<file path="src/rtl/zl_reset_seq_pkg.sv">
// Shared constants for the reset sequencer: FSM encodings and counter sizing.
package zl_reset_seq_pkg;

  localparam logic [1:0] ST_WAIT_LOCK = 2'd0;
  localparam logic [1:0] ST_HOLD      = 2'd1;
  localparam logic [1:0] ST_RELEASE   = 2'd2;
  localparam logic [1:0] ST_RUN       = 2'd3;

  // Smallest width able to hold max_val (at least one bit).
  function automatic int cnt_width(input int max_val);
    if (max_val < 2) return 1;
    return $clog2(max_val + 1);
  endfunction

endpackage

</file>
<file path="src/rtl/zl_reset_seq_timer.sv">
// Saturating up-counter with synchronous clear/load and terminal-count flag.
module zl_reset_seq_timer #(
  parameter int W    = 4,
  parameter int TERM = 15
) (
  input  logic         clk,
  input  logic         rst_n,
  input  logic         clr,
  input  logic         load,
  input  logic [W-1:0] load_val,
  input  logic         en,
  output logic         tc
);

  localparam logic [W-1:0] TERM_V = W'(TERM);

  logic [W-1:0] cnt;

  // Clear beats load beats count; the count holds once it reaches TERM.
  always_ff @(posedge clk) begin
    if (!rst_n) begin
      cnt <= '0;
    end else if (clr) begin
      cnt <= '0;
    end else if (load) begin
      cnt <= load_val;
    end else if (en && (cnt != TERM_V)) begin
      cnt <= cnt + 1'b1;
    end
  end

  assign tc = (cnt == TERM_V);

endmodule

</file>
<file path="src/rtl/zl_reset_sequencer.sv">
// Ordered reset release: waits for PLL lock, holds, then releases stages in turn.
//
//   state        | meaning
//   -------------+-------------------------------------------------
//   ST_WAIT_LOCK | all stages in reset, waiting for pll_locked
//   ST_HOLD      | lock seen, counting HOLD_CYCLES of stable lock
//   ST_RELEASE   | releasing stages one every STAGE_GAP cycles
//   ST_RUN       | all stages released
module zl_reset_sequencer
  import zl_reset_seq_pkg::*;
#(
  parameter int N_STAGES    = 3,
  parameter int HOLD_CYCLES = 16,
  parameter int STAGE_GAP   = 4
) (
  input  logic                clk,
  input  logic                rst_n,
  input  logic                pll_locked,
  input  logic                sw_rst_req,
  output logic [N_STAGES-1:0] stage_rst_n,
  output logic                done,
  output logic                busy
);

  localparam int HW = cnt_width(HOLD_CYCLES);
  localparam int GW = cnt_width(STAGE_GAP);

  logic [1:0]          state, state_nxt;
  logic [N_STAGES-1:0] stage_shift, stage_nxt;
  logic                abort, rel, last;
  logic                hold_tc, gap_tc;
  logic                hold_clr, hold_en, gap_clr, gap_en;

  assign abort = !pll_locked || sw_rst_req;

  // Next thermometer value: one more stage released.
  always_comb begin
    stage_shift    = stage_rst_n << 1;
    stage_shift[0] = 1'b1;
  end

  assign last = &stage_shift;

  // Next-state logic; aborts take precedence over any pending release.
  always_comb begin
    state_nxt = state;
    rel       = 1'b0;
    case (state)
      ST_WAIT_LOCK: begin
        if (pll_locked) state_nxt = ST_HOLD;
      end
      ST_HOLD: begin
        if (abort) begin
          state_nxt = ST_WAIT_LOCK;
        end else if (hold_tc) begin
          rel       = 1'b1;
          state_nxt = last ? ST_RUN : ST_RELEASE;
        end
      end
      ST_RELEASE: begin
        if (abort) begin
          state_nxt = ST_WAIT_LOCK;
        end else if (gap_tc) begin
          rel       = 1'b1;
          state_nxt = last ? ST_RUN : ST_RELEASE;
        end
      end
      ST_RUN: begin
        if (abort) state_nxt = ST_WAIT_LOCK;
      end
      default: state_nxt = ST_WAIT_LOCK;
    endcase
  end

  // Stage vector only grows by one bit per release and collapses on abort.
  always_comb begin
    if (state_nxt == ST_WAIT_LOCK) stage_nxt = '0;
    else if (rel)                  stage_nxt = stage_shift;
    else                           stage_nxt = stage_rst_n;
  end

  assign hold_clr = (state != ST_HOLD) || (state_nxt != ST_HOLD);
  assign hold_en  = (state == ST_HOLD) && pll_locked;
  assign gap_clr  = (state_nxt != ST_RELEASE);
  assign gap_en   = (state == ST_RELEASE);

  zl_reset_seq_timer #(.W(HW), .TERM(HOLD_CYCLES)) u_hold_timer (
    .clk      (clk),
    .rst_n    (rst_n),
    .clr      (hold_clr),
    .load     (1'b0),
    .load_val ({HW{1'b0}}),
    .en       (hold_en),
    .tc       (hold_tc)
  );

  // Loading 1 on each release makes the next release land STAGE_GAP edges later.
  zl_reset_seq_timer #(.W(GW), .TERM(STAGE_GAP)) u_gap_timer (
    .clk      (clk),
    .rst_n    (rst_n),
    .clr      (gap_clr),
    .load     (rel),
    .load_val (GW'(1)),
    .en       (gap_en),
    .tc       (gap_tc)
  );

  // State and all outputs registered from next-state values.
  always_ff @(posedge clk) begin
    if (!rst_n) begin
      state       <= ST_WAIT_LOCK;
      stage_rst_n <= '0;
      done        <= 1'b0;
      busy        <= 1'b0;
    end else begin
      state       <= state_nxt;
      stage_rst_n <= stage_nxt;
      done        <= (state_nxt == ST_RUN);
      busy        <= (state_nxt == ST_HOLD) || (state_nxt == ST_RELEASE);
    end
  end

endmodule

</file>
<file path="config.mk">
export PLATFORM = sky130hd
export DESIGN_NAME = zl_reset_sequencer
export DESIGN_NICKNAME = d
export VERILOG_FILES = /design/src/rtl/zl_reset_seq_pkg.sv /design/src/rtl/zl_reset_seq_timer.sv /design/src/rtl/zl_reset_sequencer.sv
export SDC_FILE = /design/constraint.sdc
export NUM_CORES = 1
export LEC_CHECK = 0
export CAP_MARGIN = 20
export CORE_MARGIN = 3
export CORE_UTILIZATION = 59
export DETAILED_ROUTE_END_ITERATION = 12
export PLACE_DENSITY = 0.93
export SKIP_CTS_REPAIR_TIMING = 1
export SLEW_MARGIN = 30
export SYNTH_ARGS = -nofsm -noshare
export SYNTH_HDL_FRONTEND = slang
export SYNTH_SLANG_ARGS = --single-unit
export TNS_END_PERCENT = 50
</file>
<file path="constraint.sdc">
create_clock -name clk -period 3.75 [get_ports clk]
set_input_delay 0.375 -clock clk [delete_from_list [all_inputs] [get_ports clk]]
set_output_delay 0.375 -clock clk [all_outputs]
set_load 0.02 [all_outputs]
</file>
Word-level counts from Yosys, hierarchy flattened
Cells that the tools add are included.
{"block": "totals", "register_bits": 15, "inputBits": 4}
{"block": "op_classes", "add_sub_neg": 2, "eq_ne": 13, "mux": 15, "bitwise_logic": 1, "reduce_logical": 15}
{"cell": "$mux W2", "count": 6}
{"cell": "$eq A2 B2 Y1 const B", "count": 4}
{"cell": "$pmux W2 S4", "count": 1}
{"cell": "$mux W1", "count": 7}
{"cell": "$reduce_or A2 Y1", "count": 3}
{"cell": "$add A5 B1 Y5 const B", "count": 1}
{"cell": "$eq A5 B5 Y1 const B", "count": 1}
{"cell": "$ne A5 B5 Y1 const B", "count": 1}
{"cell": "$eq A2 B1 Y1 const B", "count": 2}
{"cell": "$logic_not A2 Y1", "count": 2}
{"cell": "$ne A2 B1 Y1 const B", "count": 2}
{"cell": "$add A3 B1 Y3 const B", "count": 1}
{"cell": "$eq A3 B3 Y1 const B", "count": 1}
{"cell": "$logic_and A1 B1 Y1", "count": 3}
{"cell": "$logic_or A1 B1 Y1", "count": 3}
{"cell": "$ne A3 B3 Y1 const B", "count": 1}
{"cell": "$reduce_or A3 Y1", "count": 1}
{"cell": "$ne A2 B2 Y1 const B", "count": 1}
{"cell": "$pmux W1 S2", "count": 1}
{"cell": "$reduce_and A2 Y1", "count": 1}
{"cell": "$reduce_bool A2 Y1", "count": 1}
{"cell": "$logic_not A1 Y1", "count": 1}
{"cell": "$not A1 Y1", "count": 1}

Depth between registers and ports, before layout
Gate-level depths: netlist (run 1).
{"block": "depth", "ltp_word": 8, "ltp_mapped": 8, "depth_no_buf": 6}

Cells and area by module
From an unflattened synthesis (run 1), not the netlist that was laid out.
{"block": "unflattened", "hier_cells": 110, "hier_area_um2": 965.9}
{"mod": "zl_reset_sequencer", "n_inst": 1, "cells_per_inst": 53, "area_per_inst_um2": 465.4}
{"mod": "zl_reset_seq_timer at u_hold_timer", "n_inst": 1, "cells_per_inst": 35, "area_per_inst_um2": 310.3}
{"mod": "zl_reset_seq_timer at u_gap_timer", "n_inst": 1, "cells_per_inst": 22, "area_per_inst_um2": 190.2}

Worst setup path before layout (run 1)
No wires, ideal clock.
{"block": "synth_timing", "path_kind": "reg2reg", "startpoint": "register state[0]", "endpoint": "register busy", "setup_time_ns": 0.146, "t_arrival_ns": 1.680, "path_slack_ns": 1.924, "stages_incl_launch_ff": 7, "path_buffers": 0, "synth_period_minus_slack_ns": 1.826, "path_cell_list": "dfxtp_1 -> inv_1 -> ha_1 -> nor3_1 -> o32ai_1 -> o31ai_1 -> mux2i_1"}
{"block": "synth_via", "elab_chain_cells": 5, "elab_cells_between_ends": 14, "cone_classes": "5 x eq/ne; 7 x mux; 2 x reduce/logical"}
{"element": "start: declaration", "line": "zl_reset_sequencer.sv:28", "source": "logic [1:0] state, state_nxt;"}
{"element": "start signal: assignment", "line": "zl_reset_sequencer.sv:116", "source": "state <= state_nxt;"}
{"element": "$mux W2, on equally long branches", "line": "zl_reset_sequencer.sv:63, zl_reset_sequencer.sv:55"}
{"element": "$mux W2, on equally long branches", "line": "zl_reset_sequencer.sv:61, zl_reset_sequencer.sv:53"}
{"element": "$pmux W2 S4 *", "line": "zl_reset_sequencer.sv:48", "source": "case (state)"}
{"element": "$eq A2 B1 Y1 or $eq A2 B2 Y1 (tied branches)", "line": "zl_reset_sequencer.sv:119", "source": "busy <= (state_nxt == ST_HOLD) || (state_nxt == ST_RELEASE);"}
{"element": "$logic_or A1 B1 Y1 *", "line": "zl_reset_sequencer.sv:119"}
{"element": "end signal: assignment", "line": "zl_reset_sequencer.sv:119"}
{"element": "end: declaration", "line": "zl_reset_sequencer.sv:22", "source": "output logic busy"}
Mark *: on every way between the ends. The rest lies on a longest branch, timed or not.
A chain may end at the register's enable or synchronous reset.

Final worst setup path (run 1)
Ends and elaborated chain as after synthesis.

==> results of run 1 <==
cells by family after synthesis:
group / after synthesis / share of synthesized area
buf+inv: 12 / 0.0598
compound gates: 20 / 0.177
mux: 7 / 0.0815
xor+xnor: 4 / 0.0381
fa+ha+maj: 8 / 0.109
flops: 15 / 0.326
simple gates: 35 / 0.209
flip-flops by register name, indices dropped and copies added, names as in the netlist:
name and flops:
u_gap_timer.cnt 3, u_hold_timer.cnt 5, busy 1, state 2, done 1, stage_rst_n 3
layout make-up:
type                    instances  area (µm²)
multi-input cells              74         566
fillers                        96         357
flip-flops and latches         15         300
repair buffers                  8        80.1
inverters                       9        33.8
clock buffers                   3        22.5
well taps                      15        18.8
clock inverters                 1        5.00
cell usage after synthesis:
cell       instances
o32a_1             1
o22a_1             1
o21a_1             1
dfxtp_1           15
a21bo_2            1
nand4b_1           1
nand2_1            6
nand4bb_1          1
xnor2_1            1
a31oi_1            1
mux2_4             1
o211a_1            1
o32ai_2            1
xor2_1             3
ha_1               8
nor4_1             2
mux2i_1            6
buf_2              2
nor2_1             2
a21o_1             2
nor3_1            11
a21oi_1            2
a211oi_1           2
nand4_1            2
a311oi_1           1
inv_1              9
and3_1             2
o31ai_1            1
nand3b_1           2
nand2b_1           3
o211ai_1           2
o32ai_1            1
nand3_1            2
o2111ai_1          1
nor2b_1            1
buf_6              1
o21ai_0            1
routing by layer:
metal  track usage  vias up
met5             0        -
met1         0.295      379
met3        0.0356        7
met4         0.135        0
met2         0.343       26
li1              -      391
through the flow:
step	instance area (µm²)	cells
floorplan	921	101
global placement	998	121
detailed placement	998	121
CTS	1030	125
global route	1030	125
finish	1030	125
placed cells by master, fill, tap and decap left out, types with 2 or more instances in the layout:
cell	n
nand3_1	2
mux2i_1	6
nand3b_1	2
nor3_1	11
nand4_1	2
xor2_1	3
nand2_1	6
nand2b_1	3
ha_1	8
dfxtp_1	15
nor2_1	2
o211ai_1	2
a211oi_1	2
clkdlybuf4s50_1	8
a21oi_1	2
nor4_1	2
a21o_1	2
inv_1	9
clkbuf_4	3
and3_1	2
where the power goes:
part | switching, µW | total (µW) | internal (µW)
clock network | 50.5 | 90.2 | 39.6
registers | 2.09 | 163 | 161
logic | 22.2 | 37.7 | 15.5
total | 74.8 | 291 | 216
how the worst min path moves through the flow:
stage	start	depth (start not counted)	slack, ns	to
after floorplan	rst_n	2	0.51	stage_rst_n[0]
after global placement	stage_rst_n[2]	2	0.53	stage_rst_n[2]
after detailed placement	stage_rst_n[2]	2	0.53	stage_rst_n[2]
after CTS	stage_rst_n[2]	2	0.55	stage_rst_n[2]
after global routing	u_hold_timer.cnt[2]	2	0.60	u_hold_timer.cnt[2]
final	stage_rst_n[2]	2	0.54	stage_rst_n[2]
worst register-to-register path, cell delays in order, from the launching register on:
cell	delay, ns
dfxtp_1	0.46
inv_1	0.15
ha_1	0.31
nor3_1	0.28
o32ai_1	0.14
o31ai_1	0.60
mux2i_1	0.16
==> impl_results.md, run 1 <==
* Starting Density at 0.666
* Setup ws final at 1.51 ns
* Worst reg-to-reg setup slack at around 1.5 ns
* Met3 WL at 140 µm
* Vias in the first global route at 792
* Hold crit path type: register to register
* Syn Inst Count at 101
* Drt via density at 6.42
* Initial DRC Count at 23
* Met2 routed WL at 918 µm
* Largest net degree at the start of global routing at 12
* Crit start category: register
* Total CTS buffers at 3
* Max-slew violations at 0
* Required @ worst endpoint at 3.89 ns
* Buffers plus inverters on the worst setup path at 1
* Tmin final at 2.24 ns
* Setup TNS at 0 ns
* First-pass GRT wire length at 3.40 mm
* Worst R2R Path Depth at 6
* Yosys warning count at 0
* Hpwl dp at 1.46 mm
* Critical Path, Cell by Cell: inv_1 > ha_1 > nor3_1 > o32ai_1 > o31ai_1 > mux2i_1
* Initial DRT Pass Iterations at 4
* Total Routed Length at 1.97 mm
* R2R Path End: busy
* Final core occ at 0.742
* CTS Root Cell: clkbuf_4
* Synth top area share at 0.326
* Top Metal Used: met4
* MaxCap Viol Count at 0
* Syn-to-layout area delta at 11.4%
* Metal-1 WL at 864 µm
* Via count at 803
* Worst setup EP type: register
* GRT overflow at 0
* Clock tree sinks at 15
* CTS tree: built
* Crit path launch: state[0]
* Die area at 2070 µm²
* Reg clk slew, reported paths at 0.09 ns
* Unrepaired setup endpoints after global routing: no
* WP data arrival at 2.38 ns
* Critical Path Max Stage Delay at 0.60 ns
* Core Region at roughly 1400 µm²
* Max clock buf depth at 2
* Post-Place Worst Slack at 1.56 ns
* Slew of the pin with the lowest slew margin at 0.639 ns
* Static leakage at 0.000372 µW
* Gr usage total at 0.225
* Residual DRC count at 0
* RD Place Congestion at roughly 0.95
* Top Ports at 9
* Initial antenna violation count at 0
* Outcome: completed
* Nets at 123
* Post-synth top area cell: dfxtp_1
* Yosys cell types at 37
* Critical Path Sink: busy
* Crit share post-route at 0.598
* Ranking of synthesized cells by area: dfxtp_1 33%, ha_1 11%, mux2i_1 6.5%, nor3_1 6.0%, inv_1 3.7%
* Post-synth net total at 113
* Final ANT Viol Nets at 0
* Core Rows at 13
* Crit Path Category: register to register
* H-tree depth at 1
* Peak supply drop at between 0.2 and 0.3 mV
* Pwr Density at ~280 nW/µm²
* R2R Path Start: state[0]
* CP max stage cell: o31ai_1
* Post-DR wirelength/cell at 15.8 µm
* Layout cells sized above 1 at 0.0636
* Max_slew headroom at 0.570
* Register area share after synthesis at 0.326
* Total power at 291 µW
* CP top delay family: compound AO/OA/AOI/OAI gates
* Crit. path cell count at 6
* Die Y at 45.5 µm
* Fin. Hold Viols at 0
* Synthesized area at approximately 920 µm²
* ANT cells at 0
* Finish-stage setup viols at 0
* Syn Area/Cell at 9.12 µm²
* WHS at between 0.5 and 0.6 ns
* Peak Freq at 0.446 GHz
* Worst-path fanout max at 7
* Flops & latches, synth at 15
* # port buffers at 8
* Worst skew pair latency at around 0.28 ns
* Chip Width at 45.5 µm
* Clock skew at 0.00219 ns
No activity file was read; power rests on OpenSTA's default activity.
==> inputs of run 2 (changes only) <==
- CORE_UTILIZATION: 59 -> 54
- PLACE_DENSITY: 0.93 -> 0.87
- clock period: 3.75 -> 2.2 ns (I/O delays scaled with it)
==> run 2 against run 1 <==
Clock-buffer cell count increased by 1; fmax increased by 13%; first-iteration DRC count decreased by 39%; highest routed layer unchanged; critical path type unchanged.
==> impl_results.md, run 2 (same netlist as run 1, synthesis figures left out) <==
* Gr usage total at 0.206 (-0.0188)
* First-pass GRT wire length at 3.28 mm (-3.6%)
* # port buffers at 8 (unchanged)
* Post-DR wirelength/cell at 15.1 µm (-4.3%)
* Peak supply drop at 0.416 mV (+53%)
* Total power at 497 µW (+71%)
* Tmin final at 1.98 ns (-0.257 ns)
* ANT cells at 0 (unchanged)
* Crit share post-route at 0.902 (+0.304)
* Max clock buf depth at 2 (unchanged)
* Via count at 786 (-2.1%)
* Syn-to-layout area delta at 14.4%
* Crit Path Category: register to register
* Residual DRC count at 0 (unchanged)
* Pwr Density at 472 nW/µm² (+66%)
* Die Y at 47.3 µm (+3.9%)
* Initial DRT Pass Iterations at 4 (unchanged)
* MaxCap Viol Count at 0 (unchanged)
* Multi-input gate area in the final layout at 578 µm² (+2.2%)
* Setup TNS at 0 ns (unchanged)
* Total CTS buffers at 3 (unchanged)
* Max-slew violations at 0 (unchanged)
* WP data arrival at 2.17 ns (-0.21 ns)
* Largest net degree at the start of global routing at 12 (unchanged)
* Hpwl dp at 1.49 mm (+2.1%)
* Final ANT Viol Nets at 0 (unchanged)
* Worst reg-to-reg setup slack at 0.22 ns (-1.29 ns)
* GRT overflow at 0 (unchanged)
* Initial antenna violation count at 0 (unchanged)
* H-tree depth at 1 (unchanged)
* Fin. Hold Viols at 0 (unchanged)
* Clock tree sinks at 15 (unchanged)
* Chip Width at 47.3 µm (+3.9%)
* CTS tree: built
* Top Ports at 9 (unchanged)
* Core Rows at 14 (+1)
* Commonest non-fill, non-tap cell in the layout: dfxtp_1
* Worst skew pair latency at 0.28 ns (about the same)
* Layout cells sized above 1 at 0.0893 (+0.0256)
* Crit start category: register
* RD Place Congestion at 0.970 (+1.8%)
* Starting Density at 0.591 (-0.0754)
* Final Cell Area at 1050 µm² (+2.7%)
* Required @ worst endpoint at 2.38 ns (-1.51 ns)
* Worst-path fanout max at 7 (unchanged)
* Die area at 2240 µm² (+8.0%)
* Clock skew at 0.00293 ns (+0.000744 ns)
* Placement Cell Area at 1010 µm² (+1.6%)
* Register area at 300 µm² (unchanged)
* Most flops, register: u_hold_timer.cnt
* Biggest regs: u_hold_timer.cnt: 5 flops, stage_rst_n: 3 flops, u_gap_timer.cnt: 3 flops
* Finish-stage setup viols at 0 (unchanged)
* Total Routed Length at 1.93 mm (-2.0%)
* Fillers at 124 (+29%)
* Static leakage at 0.000380 µW (+2.0%)
* Setup ws final at 0.216 ns (-1.29 ns)
* Outcome: completed
* Max_slew headroom at 0.677 (+0.107)
* Core Region at 1560 µm² (+13%)
* Hold crit path type: register to register
* Peak Freq at 0.504 GHz (+13%)
* Post-Place Worst Slack at 0.160 ns (-1.40 ns)
* Worst setup EP type: register
* Slew of the pin with the lowest slew margin at 0.484 ns (-0.154 ns)
* Drt via density at 6.14 (-4.4%)
* Most frequent cells in the layout: 15 x dfxtp_1, 10 x nor3_1, 9 x inv_1
* Reg clk slew, reported paths at 0.08 ns (about the same)
* Non-filler instance count after layout at 128 (+2.4%)
* Placed cells at 124 (+2.5%)
* Unrepaired setup endpoints after global routing: no
* Number of flip-flops in the largest register at 5 (unchanged)
* Nets at 125 (+1.6%)
* Vias in the first global route at 777 (-1.9%)
* CTS Root Cell: clkbuf_4
* Initial DRC Count at 14 (-39%)
## run 2: cell count changes in the layout (fill, tap and decap cells not counted)
| cell | delta |
|---|---|
| buf_4 | +2 |
| nor3_2 | +1 |
| clkbuf_1 | +1 |
| o32ai_1 | -1 |
| clkinv_2 | -1 |
| nor3_1 | -1 |
| o32ai_2 | +1 |
## run 2: path summary, 6_finish.rpt
path,from,end,cells past startpoint
worst max-delay path,state[0],u_gap_timer.cnt[2],7
worst min-delay path,stage_rst_n[2],stage_rst_n[2],2
worst max register to register,state[0],u_gap_timer.cnt[2],7
worst min register to register,stage_rst_n[2],stage_rst_n[2],2
## run 2: per-layer routing
layer | GRT usage | share of wire | vias to the layer above
met2 | 0.334 | 0.47 | 20
met3 | 0.0460 | 0.043 | 4
li1 | - | - | 395
met4 | 0.0939 | 0.011 | 0
met1 | 0.257 | 0.48 | 367
met5 | 0 | 0 | -
## run 2: metrics by stage
step	util	hold WS, ns
5_1_grt	0.676	0.591
3_3_place_gp	0.651	0.523
6_report	0.676	0.552
4_1_cts	0.668	0.556
2_1_floorplan	-	0.358
3_5_place_dp	0.651	0.541
## run 2: where the power goes
group          switching, µW  leakage, µW  internal [µW]
sequential              3.43     0.000121            275
clock                   83.1    0.0000150           70.4
combinational           38.5     0.000244           27.0
## run 2: cell type report
cell class,instances,area share
Clock buffer,4,0.0249
Inverter,9,0.0321
Multi-Input combinational cell,74,0.549
Sequential cell,15,0.285
Tap cell,16,0.0190
Timing Repair Buffer,10,0.0903
## run 2: worst max-delay path, cell delays in order, from the launching register on
cell,delay (ns)
dfxtp_1,0.45
inv_1,0.14
ha_1,0.31
nand2b_1,0.20
o32ai_2,0.28
o31ai_1,0.11
buf_4,0.16
nor4_1,0.23
==> inputs of run 3 (changes only) <==
- CORE_ASPECT_RATIO: default -> 1.2
- SKIP_CTS_REPAIR_TIMING: 1 -> default
- TNS_END_PERCENT: 50 -> 5
==> run 3 against run 2 <==
Critical path depth shrank 1; fmax decreased by 0.84%; worst hold slack lost 0.0024 ns; critical path type unchanged; critical endpoint is now busy.
==> impl_results.md, run 3 (same netlist as run 1, synthesis figures left out) <==
* Required @ worst endpoint at 2.36 ns (-0.02 ns)
* Static leakage at 0.000376 µW (-1.0%)
* Reg clk slew, reported paths at 0.09 ns (about the same)
* Worst-path fanout max at 7 (unchanged)
* Die area at 2240 µm² (about the same)
* CTS Root Cell: clkbuf_4
* Max-slew violations at 0 (unchanged)
* Max clock buf depth at 2 (unchanged)
* Crit start category: register
* Via count at 786 (unchanged)
* Post-DR wirelength/cell at 15.7 µm (+4.1%)
* Most flops, register: u_hold_timer.cnt
* Die Y at 51.2 µm (+8.3%)
* Crit Path Category: register to register
* Crit share post-route at 0.910 (+0.00762)
* Residual DRC count at 0 (unchanged)
* Unrepaired setup endpoints after global routing: no
* Fillers at 134 (+8.1%)
* Clock skew at 0.00310 ns (+0.000169 ns)
* First-pass GRT wire length at 3.51 mm (+7.2%)
* Total CTS buffers at 3 (unchanged)
* Drt via density at 6.14 (unchanged)
* Commonest non-fill, non-tap cell in the layout: dfxtp_1
* Clock tree sinks at 15 (unchanged)
* Tmin final at 2.00 ns (+0.0168 ns)
* Initial antenna violation count at 0 (unchanged)
* Layout cells sized above 1 at 0.0901 (+0.000804)
* Max_slew headroom at 0.654 (-0.0232)
* Slew of the pin with the lowest slew margin at 0.519 ns (+0.0348 ns)
* Hpwl dp at 1.56 mm (+4.5%)
* Finish-stage setup viols at 0 (unchanged)
* WP data arrival at 2.16 ns (about the same)
* RD Place Congestion at 0.850 (-12%)
* Peak Freq at 0.500 GHz (-0.84%)
* Top Ports at 9 (unchanged)
* Nets at 124 (-0.80%)
* Initial DRT Pass Iterations at 4 (unchanged)
* Starting Density at 0.606 (+0.0151)
* Chip Width at 43.7 µm (-7.6%)
* CTS tree: built
* Number of flip-flops in the largest register at 5 (unchanged)
* Syn-to-layout area delta at 13.9%
* GRT overflow at 0 (unchanged)
* Final ANT Viol Nets at 0 (unchanged)
* # port buffers at 8 (unchanged)
* Outcome: completed
* Largest net degree at the start of global routing at 12 (unchanged)
* WHS at 0.550 ns (-0.00241 ns)
* Total Routed Length at 2.01 mm (+4.1%)
* Post-CTS sizing at 0
* Biggest regs: u_hold_timer.cnt: 5 flops, stage_rst_n: 3 flops, u_gap_timer.cnt: 3 flops
* Peak supply drop at 0.457 mV (+9.8%)
* Gr usage total at 0.208 (+0.00187)
* CTS Hold Bufs at 0
* ANT cells at 0 (unchanged)
* Setup TNS at 0 ns (unchanged)
* Vias in the first global route at 791 (+1.8%)
* Fin. Hold Viols at 0 (unchanged)
* Hold crit path type: register to register
* Pwr Density at 479 nW/µm² (+1.5%)
* Initial DRC Count at 13 (-1)
* H-tree depth at 1 (unchanged)
* MaxCap Viol Count at 0 (unchanged)
* Core Region at 1520 µm² (-2.5%)
* # Post-CTS Setup Buffers at 0
* Most frequent cells in the layout: 15 x dfxtp_1, 11 x nor3_1, 9 x inv_1
* Worst setup EP type: register
* Worst skew pair latency at 0.29 ns (about the same)
* Core Rows at 15 (+1)
[run 3: cell types whose count changed in the layout (fill, tap and decap cells not counted), sizes merged]
| cell | delta |
|---|---|
| buf | -1 |
| clkbuf | -1 |
| clkinv | +1 |
[run 3: metal layers]
layer  up-vias  wire length, µm  track usage
li1        393                -            -
met1       370              847        0.235
met2        17             1070        0.354
met3         6               69       0.0739
met4         0               25       0.0704
met5         -                0            0
[run 3: path summary, 6_finish.rpt]
check	slack, ns	cells after the start	to	from
max	0.20	6	busy	state[1]
min	0.55	2	stage_rst_n[2]	stage_rst_n[2]
max reg2reg	0.20	6	busy	state[1]
min reg2reg	0.55	2	stage_rst_n[2]	stage_rst_n[2]
[run 3: metrics by stage]
step                       util  std cells  area, µm²  worst slack [ns]  power [µW]
after detailed placement  0.663        124       1010             0.118         347
final                     0.690        128       1050             0.199         502
after CTS                 0.681        128       1040             0.112         501
after global routing      0.690        128       1050            0.0497         518
after global placement    0.663        124       1010             0.169         345
after floorplan               -        101        921             0.374         332
[run 3: final cells by class]
| cell class | instances | area (µm²) | area share |
|---|---|---|---|
| sequential | 15 | 300 | 0.286 |
| clock inverter | 1 | 5.00 | 0.00477 |
| timing repair buffer | 9 | 87.6 | 0.0835 |
| multi-input combinational | 74 | 578 | 0.551 |
| inverter | 9 | 33.8 | 0.0322 |
| clock buffer | 3 | 22.5 | 0.0215 |
| tap | 17 | 21.3 | 0.0203 |
[run 3: power by group]
group	internal [µW]	switching [µW]
clock network	67.7	92.8
logic	26.7	37.3
registers	275	2.93
total	369	133
[run 3: worst max-delay path: stages, from the launching register on]
cell and delay [ns]:
dfxtp_1 0.42, inv_1 0.09, ha_1 0.27, nor3_1 0.31, o32ai_2 0.15, o31ai_2 0.50
mux2i_1 0.13
